===== config.mk =====
export PLATFORM = sky130hd
export DESIGN_NAME = pc_unit_flat
export DESIGN_NICKNAME = d
export VERILOG_FILES = /design/src/rtl/pc_if.sv /design/src/rtl/pc_unit.sv /design/src/flat_wrapper.sv
export SDC_FILE = /design/constraint.sdc
export NUM_CORES = 1
export LEC_CHECK = 0
export CORE_MARGIN = 2
export CORE_UTILIZATION = 43
export CTS_BUF_LIST = sky130_fd_sc_hd__clkbuf_16
export CTS_CLUSTER_SIZE = 20
export DETAILED_ROUTE_END_ITERATION = 10
export PLACE_DENSITY_LB_ADDON = 0.08
export SLEW_MARGIN = 10
export SYNTH_ARGS = -nofsm -noshare
export SYNTH_HDL_FRONTEND = slang
export SYNTH_SLANG_ARGS = --single-unit

===== constraint.sdc =====
create_clock -name pc_clk -period 1.77 [get_ports pc_clk]
set_input_delay 0.354 -clock pc_clk [delete_from_list [all_inputs] [get_ports pc_clk]]
set_output_delay 0.354 -clock pc_clk [all_outputs]
set_load 0.03 [all_outputs]

===== src/rtl/pc_if.sv =====
// Fetch-stage control and status bundle between the pipeline and the PC unit.
interface pc_if #(
  parameter int WIDTH = 32
);
  logic             enable;
  logic             redirect_valid;
  logic [WIDTH-1:0] redirect_target;
  logic             exc_valid;
  logic [WIDTH-1:0] exc_pc;
  logic             eret;
  logic [WIDTH-1:0] current;
  logic [WIDTH-1:0] pc_plus_step;
  logic             fetch_valid;
  logic [WIDTH-1:0] epc;
  logic             pending_valid;
  logic             misaligned;

  // Pipeline side: drives control, observes the fetch address.
  modport master (
    output enable, redirect_valid, redirect_target, exc_valid, exc_pc, eret,
    input  current, pc_plus_step, fetch_valid, epc, pending_valid, misaligned
  );

  // PC unit side.
  modport slave (
    input  enable, redirect_valid, redirect_target, exc_valid, exc_pc, eret,
    output current, pc_plus_step, fetch_valid, epc, pending_valid, misaligned
  );
endinterface


===== src/rtl/pc_unit.sv =====
// Program counter for the fetch stage: boot hold, prioritised next-PC
// selection, stall handling with a one-entry redirect buffer, and EPC.
module pc_unit #(
  parameter int WIDTH        = 32,
  parameter     RESET_VECTOR = 0,
  parameter     EXC_VECTOR   = 32'h0000_0180,
  parameter     STEP         = 4,
  parameter int BOOT_HOLD    = 2
) (
  input logic pc_clk,
  input logic reset,
  pc_if.slave bus
);

  localparam int CNT_W = (BOOT_HOLD < 2) ? 1 : $clog2(BOOT_HOLD + 1);
  localparam logic [WIDTH-1:0] RESET_VEC = WIDTH'(RESET_VECTOR);
  localparam logic [WIDTH-1:0] EXC_VEC   = WIDTH'(EXC_VECTOR);
  localparam logic [WIDTH-1:0] STEP_VAL  = WIDTH'(STEP);
  localparam logic [CNT_W-1:0] HOLD_VAL  = CNT_W'(BOOT_HOLD);

  typedef enum logic {BOOT, RUN} state_t;

  state_t           state_reg, state_next;
  logic [CNT_W-1:0] count_reg, count_next;
  logic [WIDTH-1:0] current_reg, current_next;
  logic [WIDTH-1:0] epc_reg, epc_next;
  logic [WIDTH-1:0] pend_reg, pend_next;
  logic             pend_valid_reg, pend_valid_next;
  logic [WIDTH-1:0] redir_target;

  // eret reuses the redirect path with the saved EPC as its target.
  assign redir_target = bus.eret ? epc_reg : bus.redirect_target;

  // State register; reset restarts the boot hold and drops any buffered redirect.
  always_ff @(posedge pc_clk) begin
    if (reset) begin
      state_reg      <= (BOOT_HOLD == 0) ? RUN : BOOT;
      count_reg      <= HOLD_VAL;
      current_reg    <= RESET_VEC;
      epc_reg        <= '0;
      pend_reg       <= '0;
      pend_valid_reg <= 1'b0;
    end else begin
      state_reg      <= state_next;
      count_reg      <= count_next;
      current_reg    <= current_next;
      epc_reg        <= epc_next;
      pend_reg       <= pend_next;
      pend_valid_reg <= pend_valid_next;
    end
  end

  // Next-state and next-PC selection: exception, redirect/eret, pending, step.
  always_comb begin
    state_next      = state_reg;
    count_next      = count_reg;
    current_next    = current_reg;
    epc_next        = epc_reg;
    pend_next       = pend_reg;
    pend_valid_next = pend_valid_reg;
    case (state_reg)
      BOOT: begin
        // All pipeline inputs are ignored until the hold expires.
        if (count_reg <= CNT_W'(1)) begin
          state_next = RUN;
        end
        if (count_reg != '0) begin
          count_next = count_reg - CNT_W'(1);
        end
      end
      RUN: begin
        if (bus.exc_valid) begin
          // Exceptions override stalls and any buffered redirect.
          current_next    = EXC_VEC;
          epc_next        = bus.exc_pc;
          pend_valid_next = 1'b0;
        end else if (bus.eret || bus.redirect_valid) begin
          if (bus.enable) begin
            current_next    = redir_target;
            pend_valid_next = 1'b0;
          end else begin
            // Stalled: remember the newest redirect until the pipeline moves.
            pend_next       = redir_target;
            pend_valid_next = 1'b1;
          end
        end else if (bus.enable) begin
          if (pend_valid_reg) begin
            current_next    = pend_reg;
            pend_valid_next = 1'b0;
          end else begin
            current_next = current_reg + STEP_VAL;
          end
        end
      end
      default: state_next = BOOT;
    endcase
  end

  assign bus.current       = current_reg;
  assign bus.pc_plus_step  = current_reg + STEP_VAL;
  assign bus.fetch_valid   = (state_reg == RUN);
  assign bus.epc           = epc_reg;
  assign bus.pending_valid = pend_valid_reg;
  assign bus.misaligned    = bus.fetch_valid & (|current_reg[1:0]);

endmodule


===== src/flat_wrapper.sv =====
// flat-port wrapper written by rule: the top's interface ports become plain ports
module pc_unit_flat 
#(
  parameter int WIDTH        = 32,
  parameter     RESET_VECTOR = 0,
  parameter     EXC_VECTOR   = 32'h0000_0180,
  parameter     STEP         = 4,
  parameter int BOOT_HOLD    = 2
)
  (pc_clk, reset, bus_enable, bus_redirect_valid, bus_redirect_target, bus_exc_valid, bus_exc_pc, bus_eret, bus_current, bus_pc_plus_step, bus_fetch_valid, bus_epc, bus_pending_valid, bus_misaligned);
  pc_if #(.WIDTH(WIDTH)) bus_i ();
  input logic pc_clk;
  input logic reset;
  input wire logic [$bits(bus_i.enable)-1:0] bus_enable;
  input wire logic [$bits(bus_i.redirect_valid)-1:0] bus_redirect_valid;
  input wire logic [$bits(bus_i.redirect_target)-1:0] bus_redirect_target;
  input wire logic [$bits(bus_i.exc_valid)-1:0] bus_exc_valid;
  input wire logic [$bits(bus_i.exc_pc)-1:0] bus_exc_pc;
  input wire logic [$bits(bus_i.eret)-1:0] bus_eret;
  output wire logic [$bits(bus_i.current)-1:0] bus_current;
  output wire logic [$bits(bus_i.pc_plus_step)-1:0] bus_pc_plus_step;
  output wire logic [$bits(bus_i.fetch_valid)-1:0] bus_fetch_valid;
  output wire logic [$bits(bus_i.epc)-1:0] bus_epc;
  output wire logic [$bits(bus_i.pending_valid)-1:0] bus_pending_valid;
  output wire logic [$bits(bus_i.misaligned)-1:0] bus_misaligned;
  assign bus_i.enable = bus_enable;
  assign bus_i.redirect_valid = bus_redirect_valid;
  assign bus_i.redirect_target = bus_redirect_target;
  assign bus_i.exc_valid = bus_exc_valid;
  assign bus_i.exc_pc = bus_exc_pc;
  assign bus_i.eret = bus_eret;
  assign bus_current = bus_i.current;
  assign bus_pc_plus_step = bus_i.pc_plus_step;
  assign bus_fetch_valid = bus_i.fetch_valid;
  assign bus_epc = bus_i.epc;
  assign bus_pending_valid = bus_i.pending_valid;
  assign bus_misaligned = bus_i.misaligned;
  pc_unit #(.WIDTH(WIDTH), .RESET_VECTOR(RESET_VECTOR), .EXC_VECTOR(EXC_VECTOR), .STEP(STEP), .BOOT_HOLD(BOOT_HOLD)) u_core (.pc_clk(pc_clk), .reset(reset), .bus(bus_i));
endmodule

==> qor.txt <==
Die area: 0.0136 mm2
Worst EP arrival: 1930 ps
Detailed Route WL: 20.4 mm
Netlist cell types: 58
Leakage power: 4.18 nW
Fin crit share: 1.29
Crit-path cells: nand4_1 > buf_4 > nor2_4 > nand4_1 > xnor2_4 > buf_6
Skew final: 7.80 ps
IO Count: 169
Worst Hold Class: input port to flip-flop
Dpl hpwl: 14.3 mm
Part of the Yosys area used for sequential elements: 0.368
Crit path required time: 1420 ps
PortBufs: 168
RSZ-0062 raised after global routing: true
Tot GR Track Use: 0.290
Crit. Startpoint: u_core.bus.current[17]
Critical path's top delay family: simple AND/OR/NAND/NOR gates
Grt ovf: 0
Die H: 116 um
Clock period minus worst slack: 2290 ps
CTS tree: built
Worst VDD drop: 626 uV
Setup WS post-layout: -517 ps
Row count: 41
F_max: 437 MHz
Max Root-Sink Buffers: 2
Final ANT Viol Nets: 0
Initial core utilization: 0.436
DRC: 0
Post-synth ARST share: 0
Crit path launch type: flip-flop
Mapped Area: 0.00544 mm2
PD cells: 720 mW/mm2
Final Hold Fails: 0
Vias per cell: 5.53
Setup violators final: 41
CTS sink count: 100
Peak per-stage delay on the critical path: 370 ps
Setup CP Type: flip-flop to output pin
WP depth: 6
CTS Root Cell: clkbuf_16
R2R cell count: 7
Dominant synthesized flop cell: dfxtp_1
Starting DRT DRC Count: 474
Cell count after synthesis: 710
Yosys Warn Count: 0
H-Tree Level Count: 3
NumNets Final: 1050
Slew headroom: 0.678
Reg clk slew, reported paths: 70 ps
Flop-to-flop setup slack: -140 ps
Vias in the first global route: 5944
Wire per inst: 17.7 um
Antenna Cells: 0
Largest net degree at the start of global routing: 64
Syn avg cell area: 7.66 um2
CP Buf/Inv Count: 2
Final core utilization: 0.762
Crit-path most repeated cell: nand4_1
Core area: 0.0125 mm2
Number of synthesized flops with an enable pin: 0
Initial antenna violation count: 1
Pre-CTS WS: -318 ps
Total number of vias: 6379
Synthesis-to-finish area growth: 74.6%
CP endpoint: bus_pc_plus_step[30]
Status: finished with violations
Share of layout cells above drive strength 1: 0.296
GPL Wtd Cong: 0.880
Worst r2r src: u_core.bus.current[17]
CTS Buf Count: 9
TritonRoute pass-1 iters: 5
Reg2Reg Capture Point: u_core.bus.current[20]
Final Power: 0.00684 W
Max-cap viol count: 0
Worst setup EP type: output pin
Worst slew pin tran: 478 ps
Syn nets: 784
Violated checks: setup timing
First-pass GRT wire length: 30.6 mm
Slew Limit Fails: 0
Die Span X: 116 um
Crit-path max FO: 4
#FFs+latches synth: 100
Slowest stage cell, crit path: dfxtp_2
Worst-skew pair later-pin latency: 350 ps
==> cell usage after synthesis (3+ instances only) <==
library cell | count | share of area
nand2_1 | 132 | 0.091
dfxtp_1 | 100 | 0.37
a21oi_1 | 77 | 0.071
nor2_1 | 58 | 0.040
clkbuf_1 | 45 | 0.031
o21ai_0 | 41 | 0.038
nand2b_1 | 32 | 0.037
a311oi_1 | 21 | 0.034
xnor2_1 | 20 | 0.032
mux2i_1 | 15 | 0.028
nand3_1 | 15 | 0.014
nand4_1 | 13 | 0.015
a211oi_1 | 12 | 0.017
buf_2 | 12 | 0.011
and3_1 | 11 | 0.013
and3b_1 | 10 | 0.016
a221o_1 | 9 | 0.017
nand3b_1 | 9 | 0.012
xor2_1 | 9 | 0.014
inv_1 | 6 | 0.0041
a221oi_1 | 5 | 0.0081
nor3_1 | 5 | 0.0046
ha_1 | 4 | 0.0092
and2_1 | 3 | 0.0035
or3_1 | 3 | 0.0035
==> cells by family (layout without fill, tap and decap cells) <==
family,Yosys count,in the layout,synth area share
compound gates,191,191,0.222
simple gates,302,302,0.272
mux,15,15,0.0276
xor+xnor,29,29,0.0467
flops,100,100,0.368
buf+inv,69,340,0.0536
fa+ha+maj,4,4,0.00920
==> worst reg2reg max path, cell delays in order, from the launching register on <==
cell and delay, ps:
dfxtp_2 370, nand4_1 160, buf_4 190, nor4_4 280, nand4_1 220, buf_4 210, o32a_1 340, o21ai_1 70
==> layout by cell type (no fill, tap or decap), types with 13 or more instances in the layout <==
master,count
o21ai_0,34
a311oi_1,21
buf_4,118
clkdlybuf4s50_1,67
nand2_1,130
buf_6,50
dfxtp_1,74
nor2_1,55
nand2b_1,31
mux2i_1,15
a21oi_1,76
dfxtp_4,16
dlygate4sd2_1,57
nand4_1,13
xnor2_4,17
==> cell type report <==
type,instances,area (um2)
Multi-Input combinational cell,541,3850
Timing Repair Buffer,318,3020
Fill cell,919,2970
Sequential cell,100,2070
Clock buffer,10,250
Tap cell,172,215
Clock inverter,6,61.3
Inverter,6,22.5
==> layer usage <==
metal / share of wire / global-route usage
met1: 0.43 / 0.394
met2: 0.47 / 0.459
met3: 0.068 / 0.0503
met4: 0.032 / 0.121
met5: 0.00064 / 0
==> worst min path at each step <==
| stage | from | endpoint | slack [ps] | cells after the start |
|---|---|---|---|---|
| floorplan | u_core.count_reg[1] | u_core.bus.fetch_valid | 420 | 1 |
| global placement | u_core.count_reg[1] | u_core.bus.fetch_valid | 430 | 1 |
| detailed placement | u_core.count_reg[1] | u_core.bus.fetch_valid | 470 | 1 |
| CTS | bus_eret | u_core.pend_reg[2] | 380 | 3 |
| global route | bus_eret | u_core.pend_reg[2] | 400 | 3 |
| finish | bus_eret | u_core.pend_reg[2] | 380 | 3 |
==> what timing repair did <==
item / in CTS / in global routing
gates resized for setup: 131 / 63
hold buffers: 0 / 0
buffers inserted: 27 / 31
setup endpoints to repair: 96 / 57
endpoints found under the hold margin: 0 / 0
pin swaps: 26 / 41
cloned: 1 / 0
==> power breakdown <==
part	total [W]	internal, W	switching [W]
clock	0.00210	0.00118	0.000917
sequential	0.00264	0.00245	0.000197
combinational	0.00210	0.000894	0.00120
total	0.00684	0.00452	0.00232
==> per-stage QoR <==
| stage | std cells | setup TNS [ps] | instance area, um2 | hold WS, ps |
|---|---|---|---|---|
| floorplan | 710 | -3220 | 5940 | 424 |
| global placement | 1093 | -10210 | 8390 | 434 |
| detailed placement | 1093 | -13930 | 8390 | 467 |
| CTS | 1134 | -11390 | 9160 | 377 |
| global route | 1153 | -14900 | 9490 | 396 |
| finish | 1153 | -11790 | 9490 | 378 |
(Power assumes the default switching activity.)
